--- config.mk ---
export PLATFORM = sky130hd
export DESIGN_NAME = relu_pool_stream
export DESIGN_NICKNAME = d
export VERILOG_FILES = /design/src/rtl/relu_pool_stream.sv
export SDC_FILE = /design/constraint.sdc
export NUM_CORES = 2
export LEC_CHECK = 0
export ABC_AREA = 1
export CAP_MARGIN = 20
export CORE_ASPECT_RATIO = 1.1
export CORE_MARGIN = 2
export CORE_UTILIZATION = 53
export DETAILED_ROUTE_END_ITERATION = 12
export GPL_ROUTABILITY_DRIVEN = 0
export GPL_TIMING_DRIVEN = 0
export PLACE_DENSITY_LB_ADDON = 0.1
export SYNTH_ARGS = -nofsm -noshare
export SYNTH_HDL_FRONTEND = slang
export SYNTH_SLANG_ARGS = --single-unit
--- constraint.sdc ---
create_clock -name clk -period 34.8 [get_ports clk]
set_input_delay 6.96 -clock clk [delete_from_list [all_inputs] [get_ports clk]]
set_output_delay 6.96 -clock clk [all_outputs]
set_load 0.03 [all_outputs]
--- src/rtl/relu_pool_stream.sv ---
// relu_pool_stream: streaming ReLU followed by non-overlapping POOLxPOOL pooling.
// One pixel position (all channels) per accepted beat in raster order; pooled
// pixels leave on a valid/ready stream through a single output register.
// Optional feature macro: CNN_POOL_AVG_EN adds the pool_mode port (0 = max,
// 1 = average) and widens the accumulators; without it only max pooling exists.
module relu_pool_stream #(
  parameter int NUM_CH = 16,
  parameter int DATA_W = 32,
  parameter int IMG_W  = 11,
  parameter int IMG_H  = 11,
  parameter int POOL   = 2
) (
  input  logic                     clk,
  input  logic                     rstb,
  input  logic                     in_valid,
  output logic                     in_ready,
  input  logic                     in_sof,
  input  logic [NUM_CH*DATA_W-1:0] in_data,
  output logic                     out_valid,
  input  logic                     out_ready,
  output logic [NUM_CH*DATA_W-1:0] out_data,
  output logic                     out_last,
  output logic                     sync_err
`ifdef CNN_POOL_AVG_EN
  ,
  input  logic                     pool_mode
`endif
);

  localparam int LOG2P = $clog2(POOL);
  localparam int OUT_W = IMG_W / POOL;
  localparam int OUT_H = IMG_H / POOL;
  // Counter widths hold IMG_W / IMG_H themselves so window-limit compares never wrap.
  localparam int CW    = $clog2(IMG_W + 1);
  localparam int RW    = $clog2(IMG_H + 1);
  localparam int AW    = (OUT_W > 1) ? $clog2(OUT_W) : 1;
`ifdef CNN_POOL_AVG_EN
  // Sum of POOL*POOL non-negative samples needs 2*log2(POOL) extra bits.
  localparam int ACC_W = DATA_W + 2 * LOG2P;
`else
  localparam int ACC_W = DATA_W;
`endif

  logic [CW-1:0]              r_col;
  logic [RW-1:0]              r_row;
  logic                       r_out_valid;
  logic [NUM_CH*DATA_W-1:0]   r_out_data;
  logic                       r_out_last;
  logic                       r_sync_err;
  logic [NUM_CH*ACC_W-1:0]    r_partial [OUT_W];

  logic                       w_accept;
  logic                       w_resync;
  logic [CW-1:0]              w_col;
  logic [RW-1:0]              w_row;
  logic                       w_origin;
  logic                       w_in_win;
  logic                       w_first;
  logic                       w_close;
  logic                       w_last;
  logic [AW-1:0]              w_wx;
  logic [NUM_CH*ACC_W-1:0]    w_old;
  logic [NUM_CH*ACC_W-1:0]    w_comb;
  logic [NUM_CH*DATA_W-1:0]   w_res;

  assign in_ready  = !r_out_valid || out_ready;
  assign out_valid = r_out_valid;
  assign out_data  = r_out_data;
  assign out_last  = r_out_last;
  assign sync_err  = r_sync_err;

  assign w_accept = in_valid && in_ready;
  // An in_sof away from (0,0) makes this beat the new (0,0); open windows are
  // abandoned implicitly because the first-pixel rule overwrites their entries.
  assign w_resync = w_accept && in_sof && !((r_col == '0) && (r_row == '0));
  assign w_col    = w_resync ? '0 : r_col;
  assign w_row    = w_resync ? '0 : r_row;
  assign w_origin = (w_col == '0) && (w_row == '0);

  assign w_in_win = (w_col < CW'(OUT_W * POOL)) && (w_row < RW'(OUT_H * POOL));
  assign w_wx     = AW'(w_col >> LOG2P);
  assign w_first  = (w_col[LOG2P-1:0] == '0) && (w_row[LOG2P-1:0] == '0);
  assign w_close  = (w_col[LOG2P-1:0] == {LOG2P{1'b1}}) && (w_row[LOG2P-1:0] == {LOG2P{1'b1}});
  assign w_last   = (w_wx == AW'(OUT_W - 1)) && ((w_row >> LOG2P) == RW'(OUT_H - 1));
  assign w_old    = r_partial[w_wx];

`ifdef CNN_POOL_AVG_EN
  logic r_mode;
  logic w_avg;
  // Mode is latched at the start of each frame; the (0,0) beat itself uses the port.
  assign w_avg = w_origin ? pool_mode : r_mode;

  // Frame-wide pooling mode register.
  always_ff @(posedge clk or negedge rstb) begin
    if (!rstb)                     r_mode <= 1'b0;
    else if (w_accept && w_origin) r_mode <= pool_mode;
  end
`endif

  genvar gi;
  generate
    for (gi = 0; gi < NUM_CH; gi++) begin : g_ch
      logic [DATA_W-1:0] w_relu;
      logic [ACC_W-1:0]  w_pix;
      logic [ACC_W-1:0]  w_prev;
      logic [ACC_W-1:0]  w_max;

      assign w_relu = in_data[gi*DATA_W + DATA_W - 1] ? '0 : in_data[gi*DATA_W +: DATA_W];
      assign w_pix  = ACC_W'(w_relu);
      assign w_prev = w_old[gi*ACC_W +: ACC_W];
      assign w_max  = ($signed(w_pix) > $signed(w_prev)) ? w_pix : w_prev;
`ifdef CNN_POOL_AVG_EN
      assign w_comb[gi*ACC_W +: ACC_W] = w_first ? w_pix : (w_avg ? (w_pix + w_prev) : w_max);
      // Average divides by POOL*POOL with a truncating shift; max values are
      // below 2^(DATA_W-1) so the same shifted slice is only used in average mode.
      assign w_res[gi*DATA_W +: DATA_W] = w_avg ? w_comb[gi*ACC_W + 2*LOG2P +: DATA_W]
                                                : w_comb[gi*ACC_W +: DATA_W];
`else
      assign w_comb[gi*ACC_W +: ACC_W] = w_first ? w_pix : w_max;
      assign w_res[gi*DATA_W +: DATA_W] = w_comb[gi*ACC_W +: DATA_W];
`endif
    end
  endgenerate

  // Partial-result row; never reset because the first pixel of a window overwrites it.
  always_ff @(posedge clk) begin
    if (w_accept && w_in_win) r_partial[w_wx] <= w_comb;
  end

  // Raster position counters, forced to (0,0) by a resync beat.
  always_ff @(posedge clk or negedge rstb) begin
    if (!rstb) begin
      r_col <= '0;
      r_row <= '0;
    end else if (w_accept) begin
      if (w_col == CW'(IMG_W - 1)) begin
        r_col <= '0;
        r_row <= (w_row == RW'(IMG_H - 1)) ? '0 : w_row + RW'(1);
      end else begin
        r_col <= w_col + CW'(1);
        r_row <= w_row;
      end
    end
  end

  // Output register: load on window close, otherwise drop valid once taken.
  always_ff @(posedge clk or negedge rstb) begin
    if (!rstb) begin
      r_out_valid <= 1'b0;
      r_out_data  <= '0;
      r_out_last  <= 1'b0;
    end else if (w_accept && w_in_win && w_close) begin
      r_out_valid <= 1'b1;
      r_out_data  <= w_res;
      r_out_last  <= w_last;
    end else if (out_ready) begin
      r_out_valid <= 1'b0;
    end
  end

  // Sticky frame-synchronisation error flag.
  always_ff @(posedge clk or negedge rstb) begin
    if (!rstb)         r_sync_err <= 1'b0;
    else if (w_resync) r_sync_err <= 1'b1;
  end

endmodule
Word level (Yosys, flattened, before mapping)
Memory sizes are Yosys's and may differ from the RTL's.
Index checks and enable logic that the tools add are counted.
{ "word_totals": {"n_memories": 1, "out_inout_bits": 516, "ram_bits": 2560, "elab_cells": 106, "ff_bits": 523} }
{ "memory_table": {"columns": ["name", "words", "width", "rd", "rd_clocked_by_memory_dff", "wr", "line", "rtl"], "rows": [
  ["r_partial", 5, 512, 1, 0, 1, "50", "logic [NUM_CH*ACC_W-1:0] r_partial [OUT_W];"]
]} }
{ "op_classes": {"n_lt_le_gt_ge": 18, "eq_ne": 4, "bitwise_logic": 2, "n_mux": 57, "add_sub_neg": 2, "reduce_logical": 16} }
{ "ops": {"columns": ["operator", "count"], "rows": [
  ["2-to-1 mux 32 bit", 32],
  ["> comparator 32 bit", 16],
  ["2-to-1 mux 31 bit", 16],
  ["2-to-1 mux 4 bit", 5],
  ["logical AND 1 bit", 10],
  ["adder 4 x 1 -> 4 bit (second input constant)", 2],
  ["equality test 4 bit (second input constant)", 2],
  ["zero test 4 bit", 2],
  ["< comparator 4 bit (second input constant)", 2],
  ["equality test 3 bit (second input constant)", 2],
  ["2-to-1 mux 1 bit", 4],
  ["zero test 1 bit", 2],
  ["inverter 1 bit", 2],
  ["nonzero test 2 bit", 1],
  ["logical OR 1 bit", 1]
]} }

Longest topological paths before layout
{ "logic_depth": {"depth_word": 11, "mapped_depth": 36, "ltp_nobuf": 31} }

Worst setup path before layout
Ideal clock, no wire load.
{ "synth_path": {"kind": "input to register", "from": "input port in_valid", "to": "memory r_partial[2][0] in the netlist's numbering, enable pin", "cell_stages": 8, "path_slack_ns": -9.756, "arrival_time_ns": 42.539, "path_buffers": 2, "t_required_ns": 32.782, "setup_ns": 2.018, "cell_sequence": "a21boi_2 > nand3_4 > nand2_2 > clkinv_1 > buf_2 > buf_1 > nand2_1 > nor3_1"} }
{ "synth_between": {"elab_chain_len": 9, "elab_cells_between_ends": 11} }
{ "synth_rtl": {"columns": ["item", "line", "rtl"], "rows": [
  ["start, declared", "15", "input logic in_valid,"],
  ["logical AND 1 bit (*)", "72", "assign w_accept = in_valid && in_ready;"],
  ["logical AND 1 bit (2 in a row)", "75", "assign w_resync = w_accept && in_sof && !((r_col == '0) && (r_row == '0));"],
  ["2-to-1 mux 4 bit (on tied branches)", "76, 77", null],
  ["< comparator 4 bit", "80", "assign w_in_win = (w_col < CW'(OUT_W * POOL)) && (w_row < RW'(OUT_H * POOL));"],
  ["logical AND 1 bit", "80", null],
  ["logical AND 1 bit", "127", "if (w_accept && w_in_win) r_partial[w_wx] <= w_comb;"],
  ["2-to-1 mux 1 bit", "127", null],
  ["2-to-1 mux 1 bit (implied by the code)", "127", null],
  ["end, declared", "50", null]
]} }
Mark *: on every way between the ends. The rest lies on a longest branch, timed or not.

Final worst setup path
{ "layout_path": {"from": "input port out_ready", "to": "output port in_ready"} }
{ "layout_between": {"elab_chain_len": 1} }
{ "layout_rtl": {"columns": ["item", "line", "rtl"], "rows": [
  ["start, declared", "20", "input logic out_ready,"],
  ["logical OR 1 bit", "66", "assign in_ready = !r_out_valid || out_ready;"],
  ["end, declared", "16", "output logic in_ready,"]
]} }
Every way passes these cells.

==> results.ini <==
[critical_path]
cp.arrival_ps = 8220
rrSetupSlack_ps = 27270
cp_max_fo = 2
startpoint = out_ready
required_ps = 27840
cp-end-kind = primary output
r2r_start = out_valid
reg2regPathDepth = 25
worstSetupPathType = in -> out
r2r-end = r_partial[0][11]
worstSetupStartpointType = primary input
crit_end = in_ready

[synth]
ys_dominant_reg_cell = edfxtp_1
synth_area_mm2 = 0.1387
synth.most_common_cell = nand2_1
yosysTopAreaCell = edfxtp_1
synthTopCellsByCount = 3528 x nand2_1, 2560 x edfxtp_1, 1047 x nand3_1
synth_adder_area_share = 0.04491
synth-simple-area-share = 0.1798
synthMuxAreaShare = 0
synth_top_family_by_area = simple AND/OR/NAND/NOR gates
synth_compound_area_frac = 0.08281
ys_top_cells_by_area = edfxtp_1 55%, nand2_1 9.5%, dfrtp_1 9.4%, ha_1 4.5%, nand3_1 3.8%
synth-edff-count = 2560
synth-xor-area-share = 0.00006313
yosys_warnings = 0
synth_seq_cells = 3083
synthArstFlopShare = 0.1696
yosysSeqAreaShare = 0.6484
synthCells = 12930
syn-mean-instance-area_um2 = 10.73
synth_top_area_share = 0.5541
ys_types = 54

[global_routing]
antenna_found_initial = 30
grt_max_degree = 115
grt_pass1_vias = 103600
grt_usage = 0.3447
grt_remaining_overflow = 0
grt_pass1_wl_um = 675600

[cts]
root_buffer = clkbuf_16
cts_sinks = 3083
clock_latency_ps = 900
cts_tree = built
cts.clk_slew.worst_paths_ps = 60
cts_buffers = 319
cts_setup_buffers = 0
cts_resized = 0
ctsHoldBuffers = 0
htree_levels = 5
clockBufferDepth = 4

[routing]
wl_per_cell_um = 25.64
dr.pass1.iters = 6
num_vias = 106500
first_iter_violations = 12320
postRouteAntennaNets = 0
vias_per_cell = 5.818
finalWirelength_um = 469200
drc = 0

[timing]
maxSlewHeadroom = 0.1864
finClkSkew_ps = 45.31
slew_viol_final = 0
setup_viol = 0
fmax_mhz = 65.89
layout_min_cycle_time_ps = 15180
tightest_slew_ps = 1220
timing.final.crit_share = 0.4361
rsz0062_at_grt = no
hold_viol = 0

[floorplan]
die_area_mm2 = 0.2659
rows = 197
io_pins = 1033
core-area_mm2 = 0.2610
die_y_um = 540.6
start_util = 0.5315
fp.dieW_um = 491.8

[job]
cap_violations = 0

[layout]
finalInstanceArea_mm2 = 0.1665
nets = 15560
drive_above_1_share = 0.07285
syn2layout_area_growth_pct = 20.02
fillers = 20120

[placement]
port_buffers = 1032
place_hpwl_um = 340100
place_area_mm2 = 0.1563

[power]
peakVddDrop_uv = 71.12
leakage_nw = 70.03
p_per_area_mw_per_mm2 = 108.8
total_power_mw = 18.12

[outcome]
run_status = finished, final reports clean

[worst_hold_path]
min_path_type = reg -> reg

area by class of cell:
| type | instances | area (um2) | share of cell area |
|---|---|---|---|
| plain buffers | 699 | 3238 | 0.01945 |
| diodes | 19 | 47.55 | 0.0002855 |
| clock inverters | 160 | 1582 | 0.009497 |
| well taps | 3482 | 4357 | 0.02616 |
| flip-flops and latches | 3083 | 89960 | 0.5402 |
| multi-input cells | 8471 | 43000 | 0.2582 |
| clock buffers | 415 | 8581 | 0.05153 |
| repair buffers | 1210 | 12880 | 0.07735 |
| inverters | 760 | 2873 | 0.01725 |
cells in the final DEF, fill, tap and decap left out, types with 19 or more instances in the layout:
| master | n |
|---|---|
| a21o_1 | 31 |
| a21oi_1 | 245 |
| a22o_1 | 181 |
| and2_1 | 496 |
| buf_12 | 20 |
| buf_16 | 20 |
| buf_2 | 369 |
| buf_4 | 31 |
| buf_6 | 121 |
| buf_8 | 19 |
| bufinv_16 | 27 |
| clkbuf_1 | 358 |
| clkbuf_16 | 325 |
| clkdlybuf4s50_1 | 1031 |
| clkinv_1 | 45 |
| clkinv_2 | 54 |
| conb_1 | 80 |
| dfrtp_1 | 523 |
| diode_2 | 19 |
| edfxtp_1 | 2560 |
| ha_1 | 498 |
| inv_1 | 752 |
| nand2_1 | 3528 |
| nand3_1 | 1047 |
| nand4_1 | 34 |
| nor2_1 | 716 |
| nor3_1 | 33 |
| o21ai_0 | 1025 |
| o22ai_1 | 450 |
sequential cells by signal, indices dropped and copies added (netlist names):
name / count
r_partial: 2560
out_data: 512
r_col: 4
r_row: 4
out_last: 1
out_valid: 1
sync_err: 1
critical path, cell delays in order:
cell	delay, ps
clkdlybuf4s50_1	450
inv_1	50
nand2_1	80
clkdlybuf4s50_1	670
logic make-up (layout without fill, tap and decap cells):
group                      Yosys count  count (layout)
xor gates and xnor gates             1               1
and+or+nand+nor                   5893            5893
adders and majority gates          498             498
DFF                               3083            3083
AOI/OAI and AO/OA                 1999            1999
other                                1              99
buffers and inverters             1459            3244
layer usage:
layer / GRT usage / part of all wire
met4: 0.2041 / 0.065
met2: 0.5453 / 0.46
met1: 0.4446 / 0.38
met5: 0 / 0.000036
met3: 0.06509 / 0.095
where the power goes:
part	internal [mW]	switching, mW
sequential	5.84	0.348
clock	1.95	1.45
combinational	2.50	6.04
total	10.3	7.84
through the flow:
step                       TNS, ps  worst slack, ps  hold slack (ps)    util  cells
final                            0            19620            476.5  0.6379  18300
after global routing             0            19580            494.0  0.6378  18290
after CTS                        0            19620            482.0  0.6378  18280
after detailed placement         0            19620            464.9  0.5988  17710
after global placement           -           -44020            458.6  0.5889  17530
after floorplan           -9990650            -9757            548.8       -  13010
worst min path at each step:
stage | start | cells past startpoint | end | slack, ps
global route | sync_err | 1 | sync_err | 490
floorplan | r_row[2] | 2 | r_row[2] | 550
global placement | sync_err | 1 | sync_err | 460
finish | out_data[303] | 2 | out_data[303] | 480
CTS | out_data[368] | 2 | out_data[368] | 480
detailed placement | out_data[368] | 2 | out_data[368] | 460
No activity file was read; power rests on OpenSTA's default activity.
